`config.mk`:
```
export PLATFORM = sky130hd
export DESIGN_NAME = axis_noc_packetizer
export DESIGN_NICKNAME = d
export VERILOG_FILES = /design/src/rtl/noc_pkg.sv /design/src/rtl/noc_credit_counter.sv /design/src/rtl/axis_noc_packetizer.sv
export SDC_FILE = /design/constraint.sdc
export NUM_CORES = 1
export LEC_CHECK = 0
export CAP_MARGIN = 10
export CORE_MARGIN = 8
export CORE_UTILIZATION = 42
export CTS_CLUSTER_DIAMETER = 60
export DETAILED_ROUTE_END_ITERATION = 10
export PLACE_DENSITY = 0.78
export SKIP_CTS_REPAIR_TIMING = 1
export SYNTH_ARGS = -nofsm -noshare
export SYNTH_HDL_FRONTEND = slang
export SYNTH_SLANG_ARGS = --single-unit
```
`constraint.sdc`:
```
create_clock -name clk_noc -period 3.05 [get_ports clk_noc]
set_clock_uncertainty 0.05 [all_clocks]
set_input_delay 0.7625 -clock clk_noc [delete_from_list [all_inputs] [get_ports clk_noc]]
set_output_delay 0.7625 -clock clk_noc [all_outputs]
set_load 0.02 [all_outputs]
```
`src/rtl/noc_pkg.sv`:
```
// Shared NoC definitions: packetizer FSM states, router port indices and credit sizing.
package noc_pkg;

    typedef enum logic [0:0] {
        IDLE = 1'b0,
        SEND = 1'b1
    } pkt_state_t;

    localparam int LOCAL = 0;
    localparam int NORTH = 1;
    localparam int SOUTH = 2;
    localparam int EAST  = 3;
    localparam int WEST  = 4;

    // Bits needed to hold a credit count from 0 up to and including depth.
    function automatic int credit_width(input int depth);
        return $clog2(depth + 1);
    endfunction

endpackage

```
`src/rtl/noc_credit_counter.sv`:
```
// Credit pool for one downstream input buffer: starts full, saturates at DEPTH and
// flags a sticky error when a credit comes back that was never taken.
module noc_credit_counter #(
    parameter int DEPTH = 2,
    parameter int WIDTH = 2
) (
    input  logic             clk,
    input  logic             rst,
    input  logic             inc,
    input  logic             dec,
    output logic [WIDTH-1:0] count,
    output logic             err
);

    localparam logic [WIDTH-1:0] FULL = WIDTH'(DEPTH);

    // A simultaneous return and spend cancel out, so overflow is only possible on a lone return.
    always_ff @(posedge clk) begin
        if (rst) begin
            count <= FULL;
            err   <= 1'b0;
        end else if (inc && !dec) begin
            if (count == FULL) begin
                err <= 1'b1;
            end else begin
                count <= count + 1'b1;
            end
        end else if (dec && !inc) begin
            count <= count - 1'b1;
        end
    end

endmodule

```
`src/rtl/axis_noc_packetizer.sv`:
```
// AXI-Stream to NoC flit injector with credit-based flow control.
// Optional AXIS_NOC_PACKETIZER_STATS_EN adds stat_flits / stat_stalls counters.
module axis_noc_packetizer
    import noc_pkg::*;
#(
    parameter int TDATA_WIDTH          = 64,
    parameter int TID_WIDTH            = 2,
    parameter int TDEST_WIDTH          = 2,
    parameter int SERIALIZATION_FACTOR = 2,
    parameter int FLIT_BUFFER_DEPTH    = 2,
    parameter int PACKET_MODE          = 1,
    parameter int FLIT_WIDTH           = TDATA_WIDTH / SERIALIZATION_FACTOR,
    parameter int DEST_WIDTH           = TID_WIDTH + TDEST_WIDTH,
    parameter int CREDIT_WIDTH         = credit_width(FLIT_BUFFER_DEPTH)
) (
    input  logic                    clk_noc,
    input  logic                    rst_noc_sync,
    input  logic                    axis_in_tvalid,
    output logic                    axis_in_tready,
    input  logic [TDATA_WIDTH-1:0]  axis_in_tdata,
    input  logic                    axis_in_tlast,
    input  logic [TID_WIDTH-1:0]    axis_in_tid,
    input  logic [TDEST_WIDTH-1:0]  axis_in_tdest,
    output logic [FLIT_WIDTH-1:0]   data_out,
    output logic [DEST_WIDTH-1:0]   dest_out,
    output logic                    is_tail_out,
    output logic                    send_out,
    input  logic                    credit_in,
    output logic [CREDIT_WIDTH-1:0] credits_avail,
    output logic                    credit_err
`ifdef AXIS_NOC_PACKETIZER_STATS_EN
    ,
    output logic [31:0]             stat_flits,
    output logic [31:0]             stat_stalls
`endif
);

    localparam int IDX_W = (SERIALIZATION_FACTOR > 1) ? $clog2(SERIALIZATION_FACTOR) : 1;
    localparam logic [IDX_W-1:0] LAST_IDX = IDX_W'(SERIALIZATION_FACTOR - 1);

    pkt_state_t state, state_next;
    logic [IDX_W-1:0] idx, idx_next;
    logic [SERIALIZATION_FACTOR-1:0][FLIT_WIDTH-1:0] hold_flits;
    logic [DEST_WIDTH-1:0] hold_dest;
    logic hold_last;
    logic has_credit, last_flit, issue, accept;

    assign has_credit = (credits_avail != '0);
    assign last_flit  = (idx == LAST_IDX);
    assign issue      = (state == SEND) && has_credit;
    // A new beat may land in the same cycle the final flit of the current one leaves.
    assign axis_in_tready = !rst_noc_sync && ((state == IDLE) || (issue && last_flit));
    assign accept = axis_in_tvalid && axis_in_tready;

    noc_credit_counter #(
        .DEPTH (FLIT_BUFFER_DEPTH),
        .WIDTH (CREDIT_WIDTH)
    ) u_credits (
        .clk   (clk_noc),
        .rst   (rst_noc_sync),
        .inc   (credit_in),
        .dec   (issue),
        .count (credits_avail),
        .err   (credit_err)
    );

    always_comb begin
        state_next = state;
        idx_next   = idx;
        case (state)
            IDLE: begin
                if (accept) begin
                    state_next = SEND;
                    idx_next   = '0;
                end
            end
            SEND: begin
                if (issue) begin
                    if (last_flit) begin
                        idx_next   = '0;
                        state_next = accept ? SEND : IDLE;
                    end else begin
                        idx_next = idx + 1'b1;
                    end
                end
            end
            default: begin
                state_next = IDLE;
                idx_next   = '0;
            end
        endcase
    end

    always_ff @(posedge clk_noc) begin
        if (rst_noc_sync) begin
            state       <= IDLE;
            idx         <= '0;
            send_out    <= 1'b0;
            is_tail_out <= 1'b0;
            data_out    <= '0;
            dest_out    <= '0;
        end else begin
            state    <= state_next;
            idx      <= idx_next;
            send_out <= issue;
            if (issue) begin
                data_out    <= hold_flits[idx];
                dest_out    <= hold_dest;
                is_tail_out <= last_flit && ((PACKET_MODE == 0) || hold_last);
            end
        end
    end

    // Packed slicing puts flit 0 on the least significant bits of the beat.
    always_ff @(posedge clk_noc) begin
        if (accept) begin
            hold_flits <= axis_in_tdata;
            hold_dest  <= {axis_in_tid, axis_in_tdest};
            hold_last  <= axis_in_tlast;
        end
    end

`ifdef AXIS_NOC_PACKETIZER_STATS_EN
    always_ff @(posedge clk_noc) begin
        if (rst_noc_sync) begin
            stat_flits  <= '0;
            stat_stalls <= '0;
        end else begin
            if (issue) begin
                stat_flits <= stat_flits + 32'd1;
            end
            if ((state == SEND) && !has_credit) begin
                stat_stalls <= stat_stalls + 32'd1;
            end
        end
    end
`endif

endmodule
```
==> summary.md, run 1 <==
| Metric | Value |
|---|---|
| Max-Cap Viols | 0 |
| Area occupied by multi-input gates | 912 µm² |
| Final Instance Area | 5400 µm² |
| Post-DP HPWL | 5380 µm |
| Clock sink count | 112 |
| Reg2reg setup slack | 1.18 ns |
| Synth top area share | 51.9% |
| Via Count | 2403 |
| Synth Net Count | 340 |
| TritonRoute pass-1 iters | 4 |
| Synth Register Bits | 112 |
| Pin count of the biggest net entering global routing | 70 |
| Commonest cells in the netlist | 69 x edfxtp_1, 43 x dfxtp_1, 36 x nor2_1 |
| Starting Density | 43.2% |
| Initial antenna violation count | 0 |
| Slew Limit Fails | 0 |
| DR DRC count | 0 |
| Wire per inst | 15.4 µm |
| Most frequent cell after synthesis | edfxtp_1 |
| Global route overflow | 0 |
| Area grow syn2layout | 35.1% |
| Post-synth top flop | edfxtp_1 |
| Global-route wire length before repair | 12300 µm |
| Final period util | 87.4% |
| Sequential area share after synthesis | 73.4% |
| Fin nets | 450 |
| Post-synth cell types | 26 |
| Die height | 114 µm |
| Placed cell count | 495 |
| Slowest Stage Delay on Critical Path | 0.64 ns |
| Max frequency | 0.375 GHz |
| Post-DP Area | 5200 µm² |
| Clock power share | 27.6% |
| Hold depth | 2 |
| Sequential share of power | 55.9% |
| Root buf cell | clkbuf_8 |
| Switching Share | 25.0% |
| Clock Tree Buf Depth | 2 |
| Input/output buffers | 114 |
| Hold Path Sink | dest_out[1] |
| Hold Startpoint | dest_out[1] |
| Post-Synthesis Cells | 267 |
| Yosys Warn Count | 0 |
| WP data arrival | 1.85 ns |
| Post-synth EDFFs | 69 |
| Logic pwr share | 16.5% |
| P_leak | 1.79 nW |
| H-tree Lvls | 3 |
| Endpoints failing setup | 0 |
| RSZ-0062 raised after global routing | no |
| Critical Path Start Type | flop |
| # diodes | 0 |
| GP Congestion | 0.708 |
| Type of the most critical hold path | flop to flop |
| Fraction of registers with async set/reset | 0% |
| CP cell instances | o21ai_0, a21oi_1, clkdlybuf4s50_1 |
| Maximum fanout along the worst path | 10 |
| CTS tree | done |
| Syn Area/Cell | 15.0 µm² |
| CTS clk-pin slew, worst paths | 0.10 ns |
| Rel. slew slack | 51.5% |
| Synth area leaders | edfxtp_1 52%, dfxtp_1 22%, mux2i_1 8.3% |
| Top-Level Pins | 115 |
| Status | completed |
| Share of cells above drive strength 1 | 7.33% |
| Cells on worst reg2reg path | 4 |
| Vias in the first global route | 2447 |
| Iter 0 DRT Violations | 103 |
| Die area | 12900 µm² |
| Critical Path End Type | output port |
| Reg-to-reg endpoint | data_out[25] |
| Final count of hold timing violations | 0 |
| Final antenna-violating net count | 0 |
| Peak supply drop | 310 µV |
| Crit path time final | 2.67 ns |
| Worst EP required | 2.24 ns |
| DRT Wirelength | 7880 µm |
| FF+latch area | 2930 µm² |
| Fillers | 734 |
| Core area | 9240 µm² |
| Die Span X | 114 µm |
| Net Sw Power | 0.000790 W |
| Post-synthesis instance area | 3990 µm² |
| Cell Rows | 35 |
| Setup_tns | 0 ns |
| Internal Pwr Total | 0.00237 W |
| Leading area contributor after synthesis | edfxtp_1 |
| Power Density | 585 nW/µm² |
| Vias/cell | 4.70 |
| Total CTS buffers | 9 |
| Fin Hold WS | 0.415 ns |
| Reg-to-reg startpoint | state |
| All-layer global routing usage | 12.2% |
| Non-Filler Instances | 511 |
| Clk_lat worst skew | 0.36 ns |
| Worst-margin pin slew | 0.728 ns |
| Slowest stage cell, crit path | clkdlybuf4s50_1 |
| Setup CP Type | flop to output port |
-- critical path: cells and delay by family (launching register included) --
family	cells	cell delay [ns]
compound gates	2	0.38
buf+inv	1	0.64
flops	1	0.49
-- area by class of cell --
type / instances / area share [%]
timing repair buffer: 118 / 22.1
tap: 129 / 2.99
clock buffer: 10 / 2.36
sequential: 112 / 54.4
clock inverter: 6 / 1.23
inverter: 1 / 0.0696
multi-input combinational: 135 / 16.9
-- registers in the layout, indices dropped and copies added, names as in the netlist --
signal	cells
hold_dest	4
state	1
is_tail_out	1
u_credits.err	1
hold_last	1
send_out	1
dest_out	4
data_out	32
u_credits.count	2
hold_flits	64
idx	1
-- power groups by stage --
| stage | Combinational [W] | Clock [W] | Sequential [W] |
|---|---|---|---|
| after floorplan | 0.000226 | 0 | 0.00186 |
| after global placement | 0.000521 | 0 | 0.00180 |
| after detailed placement | 0.000530 | 0 | 0.00180 |
| after CTS | 0.000531 | 0.000900 | 0.00177 |
| after global routing | 0.000565 | 0.000958 | 0.00178 |
| final | 0.000521 | 0.000870 | 0.00177 |
-- how the worst max path moves through the flow --
stage                            start              to  slack (ns)
finish              u_credits.count[1]  axis_in_tready        0.38
global route        u_credits.count[1]  axis_in_tready        0.27
floorplan                 rst_noc_sync    hold_dest[0]        0.28
global placement          rst_noc_sync  axis_in_tready        0.62
CTS                 u_credits.count[1]  axis_in_tready        0.37
detailed placement        rst_noc_sync  axis_in_tready        0.59
-- metal layers --
layer,wire (µm),vias up,track usage [%]
li1,-,1203,-
met1,3140,1118,13.3
met2,4080,72,21.1
met3,569,10,4.65
met4,93,0,4.80
met5,0,-,0
-- cell usage in the layout (no fill, tap or decap), types with 2 or more instances in the layout --
master,count
nor2_1,36
nor2b_1,2
o21ai_0,2
nand2_1,10
a211oi_2,4
dfxtp_1,42
inv_6,2
edfxtp_1,69
buf_12,2
clkinv_2,2
a21oi_1,10
clkbuf_8,9
a211oi_1,28
clkdlybuf4s50_1,113
buf_4,2
mux2i_1,33
-- per-stage QoR --
stage	util [%]	worst slack, ns	power, W
final	58.4	0.384	0.00316
after CTS	58.4	0.370	0.00320
after global routing	58.4	0.270	0.00330
after global placement	56.3	0.616	0.00232
after floorplan	-	0.279	0.00209
after detailed placement	56.3	0.591	0.00233
-- cells by family after synthesis --
family / synth area share, %
flip-flops: 73.4
AND/OR/NAND/NOR: 5.33
XOR/XNOR: 0.439
multiplexers: 8.27
AO/OA/AOI/OAI: 8.74
buffers and inverters: 3.79
Note: power is estimated with default switching activity, not from simulation.
==> run 2: changes to the inputs <==
--- a/config.mk
+++ b/config.mk
@@ -11,6 +11,7 @@
 export CTS_CLUSTER_DIAMETER = 60
 export DETAILED_ROUTE_END_ITERATION = 10
 export PLACE_DENSITY = 0.78
+export SETUP_SLACK_MARGIN = 0.1
 export SKIP_CTS_REPAIR_TIMING = 1
 export SYNTH_ARGS = -nofsm -noshare
 export SYNTH_HDL_FRONTEND = slang
==> results of run 2 <==
No change in the layout: final DEF, timing and power equal those of run 1.
==> patch 1, RTL diff (flow settings as in run 2) <==
Put a register stage on the output `credits_avail`, without a reset. The value now appears one clock later. The other outputs are not delayed to match.
--- a/src/rtl/axis_noc_packetizer.sv
+++ b/src/rtl/axis_noc_packetizer.sv
@@ -38,6 +38,8 @@
     localparam int IDX_W = (SERIALIZATION_FACTOR > 1) ? $clog2(SERIALIZATION_FACTOR) : 1;
     localparam logic [IDX_W-1:0] LAST_IDX = IDX_W'(SERIALIZATION_FACTOR - 1);
 
+    logic [CREDIT_WIDTH-1:0] credits_avail_d;
+
     pkt_state_t state, state_next;
     logic [IDX_W-1:0] idx, idx_next;
     logic [SERIALIZATION_FACTOR-1:0][FLIT_WIDTH-1:0] hold_flits;
@@ -45,7 +47,7 @@
     logic hold_last;
     logic has_credit, last_flit, issue, accept;
 
-    assign has_credit = (credits_avail != '0);
+    assign has_credit = (credits_avail_d != '0);
     assign last_flit  = (idx == LAST_IDX);
     assign issue      = (state == SEND) && has_credit;
     // A new beat may land in the same cycle the final flit of the current one leaves.
@@ -60,7 +62,7 @@
         .rst   (rst_noc_sync),
         .inc   (credit_in),
         .dec   (issue),
-        .count (credits_avail),
+        .count (credits_avail_d),
         .err   (credit_err)
     );
 
@@ -136,4 +138,8 @@
     end
 `endif
 
+    always_ff @(posedge clk_noc) begin
+        credits_avail <= credits_avail_d;
+    end
+
 endmodule
Formal check against the unedited RTL: not equivalent (Yosys sat finds a counterexample within 4 cycles, from zero or initial values and one cycle with rst_noc_sync high).
==> patch 1 against run 2 <==
  * Sequential share of layout area fell by 3.8 points
  * Total power rose by 39%
  * Setup slack improved by 0.19 ns
  * Clock power rose by 140%
  * Design area rose by 8.9%
  * Area after synthesis rose by 1.0%
  * Wire length rose by 5.7%
  * Synthesized cell count rose by 0.75%
  * Sequential cell count rose by 2
  * Critical path type unchanged
  * Critical endpoint unchanged
  * Highest routed layer unchanged
==> patch 1: results <==
group,metric,value,unit
logic_synthesis,synth_xor_xnor_area_share,0.434,%
global_routing,grt_use_met3,5.55,%
logic_synthesis,yosys-mux-area-fraction,8.19,%
timing,setup_slack,0.572,ns
power,p_int,3.42,mW
final_layout,final_layout_size_suffix_gt1_share,10.5,%
routing,dr_wl_met2,4500,µm
placement,pre_cts_slack,0.539,ns
logic_synthesis,synth_common_cells,"69 x edfxtp_1, 45 x dfxtp_1, 36 x nor2_1",
setup_path,slowest_stage,"dfxtp_1",
routing,wl_met3,600,µm
routing,drtIter0Drc,43,
logic_synthesis,synthCells,269,
global_routing,grt_first_pass_wirelength,13400,µm
routing,m1WireLength,3110,µm
clock_network,ctsHtreeMaxLevel,4,
timing,max_slew.worst_pin.slew,0.703,ns
logic_synthesis,ys_seq_area_share,73.7,%
placement,gp_congestion,0.682,
setup_path,cp.arrival,1.67,ns
clock_network,clkTransAtPathRegs,0.05,ns
placement,dp_hpwl,5690,µm
setup_path,critical-path-max-stage-delay,0.49,ns
setup_path,r2r-end,"hold_flits[49]$_DFFE_PP_",
setup_path,critical_path.top_delay_family,"flip-flops",
routing,wl,8330,µm
placement,dp_cells,497,
clock_network,cts_buffers,17,
global_routing,grt_pass1_vias,2734,
final_layout,finalNetCount,460,
power,peakVddDrop,0.000378,V
placement,placed_area,5240,µm²
run_status,status,"finished clean",
logic_synthesis,yosys-top-cells-area,"edfxtp_1 51%, dfxtp_1 22%, mux2i_1 8.2%, a211oi_1 5.2%, nor2_1 3.3%",
final_layout,fillers,731,
clock_network,insertion_delay,0.49,ns
## patch 1: cell types whose count changed in the layout (fill, tap and decap cells not counted)
cell	run 2	this run
clkbuf_16	0	16
clkinvlp_4	0	2
bufinv_16	1	5
inv_6	2	0
clkinv_1	0	2
dlymetal6s2s_1	0	1
clkinv_4	1	4
clkbuf_8	9	1
clkdlybuf4s50_1	113	112
dfxtp_1	42	44
clkinv_2	2	1
## patch 1: worst min-delay path by stage
stage                          endpoint                            start  slack (ns)
3_3_place_gp   credits_avail[0]$_DFF_P_  u_credits.count[0]$_SDFFE_PP0P_        0.38
5_1_grt        dest_out[2]$_SDFFE_PP0N_         dest_out[2]$_SDFFE_PP0N_        0.42
3_5_place_dp   credits_avail[0]$_DFF_P_  u_credits.count[0]$_SDFFE_PP0P_        0.40
6_report       dest_out[2]$_SDFFE_PP0N_         dest_out[2]$_SDFFE_PP0N_        0.41
2_1_floorplan  credits_avail[1]$_DFF_P_  u_credits.count[1]$_SDFFE_PP1P_        0.30
4_1_cts        credits_avail[0]$_DFF_P_  u_credits.count[0]$_SDFFE_PP0P_        0.41
## patch 1: power groups by stage
stage          Clock (mW)  Combinational [mW]  Sequential, mW
4_1_cts              2.11               0.535            1.80
5_1_grt              2.17               0.569            1.81
6_report             2.07               0.524            1.80
3_5_place_dp            0               0.533            1.83
2_1_floorplan           0               0.226            1.89
3_3_place_gp            0               0.519            1.83
## patch 1: cell type report
cell class                      count  area [µm²]  area share [%]
Sequential cell                   114        2970            50.6
Timing Repair Buffer              118        1190            20.3
Multi-Input combinational cell    135         912            15.5
Clock buffer                       18         418            7.11
Clock inverter                     14         213            3.62
Tap cell                          129         161            2.75
Inverter                            1        3.75          0.0639
==> patch 2, RTL diff (flow settings as in run 2) <==
Made on the original files. Change the parameter `PACKET_MODE` from 1 to 0.
--- a/src/rtl/axis_noc_packetizer.sv
+++ b/src/rtl/axis_noc_packetizer.sv
@@ -8,7 +8,7 @@
     parameter int TDEST_WIDTH          = 2,
     parameter int SERIALIZATION_FACTOR = 2,
     parameter int FLIT_BUFFER_DEPTH    = 2,
-    parameter int PACKET_MODE          = 1,
+    parameter int PACKET_MODE          = 0,
     parameter int FLIT_WIDTH           = TDATA_WIDTH / SERIALIZATION_FACTOR,
     parameter int DEST_WIDTH           = TID_WIDTH + TDEST_WIDTH,
     parameter int CREDIT_WIDTH         = credit_width(FLIT_BUFFER_DEPTH)
Check against the original RTL: not equivalent (Yosys sat finds a counterexample within 4 cycles, from zero or initial values and one cycle with rst_noc_sync high).
==> patch 2 against run 2 <==
  * Via count grew 0.54%
  * Combinational power is essentially flat
  * Sequential cell count shrank 1
  * Count of clock-buffer cells in the layout is the same
  * Total power shrank 0.40%
  * Design area shrank 1.1%
  * Setup slack lost 0.015 ns
  * Area after synthesis shrank 0.78%
  * Wire length grew 0.43%
==> patch 2: results <==
group,metric,value,unit
routing,vias,2416,
logic_synthesis,ys_seq_area_share,73.3,%
timing,max_slew.worst_pin.slew,0.684,ns
placement,placed_area,5140,µm²
global_routing,grt_max_degree,69,
placement,port_buffers,113,
power,clk-power,0.874,mW
power,power.leakage,1.78,nW
logic_synthesis,synthCells,266,
setup_path,cp.arrival,1.87,ns
final_layout,seq_cells,111,
final_layout,fillers,780,
final_layout,seq_area_share,54.4,%
placement,dp_cells,475,
timing,fin_crit_sh,87.9,%
placement,pre_cts_slack,0.565,ns
final_layout,clock_area_share,3.68,%
die,fp.dieW,113,µm
final_layout,multi_input_area,911,µm²
logic_synthesis,synth_edf_count,68,
logic_synthesis,synth_xor_xnor_area_share,0.442,%
routing,drtIter0Drc,90,
routing,via_per_inst,4.92,
final_layout,multi_input_area_share,17.1,%
run_status,status,"finished clean",
final_layout,finalNetCount,448,
patch 2: cell types whose count changed in the layout (fill, tap and decap cells not counted):
| cell | change |
|---|---|
| clkinvlp_4 | +1 |
| nand3_1 | -1 |
| clkinv_2 | -1 |
| clkdlybuf4s50_1 | -1 |
| edfxtp_1 | -1 |
| nand2_1 | +1 |
patch 2: critical path, cell delays in order, from the launching register on:
cell and delay [ns]:
dfxtp_1 0.49, o21ai_0 0.17, a21oi_1 0.21, clkdlybuf4s50_1 0.64
patch 2: per-layer routing:
layer / up-vias / part of all wire (%) / routed length, µm / global-route usage [%]
li1: 1194 / - / - / -
met3: 8 / 7.4 / 583 / 4.85
met1: 1135 / 40 / 3140 / 14.0
met2: 79 / 52 / 4120 / 21.5
met4: 0 / 0.92 / 73 / 4.26
met5: - / 0 / 0 / 0
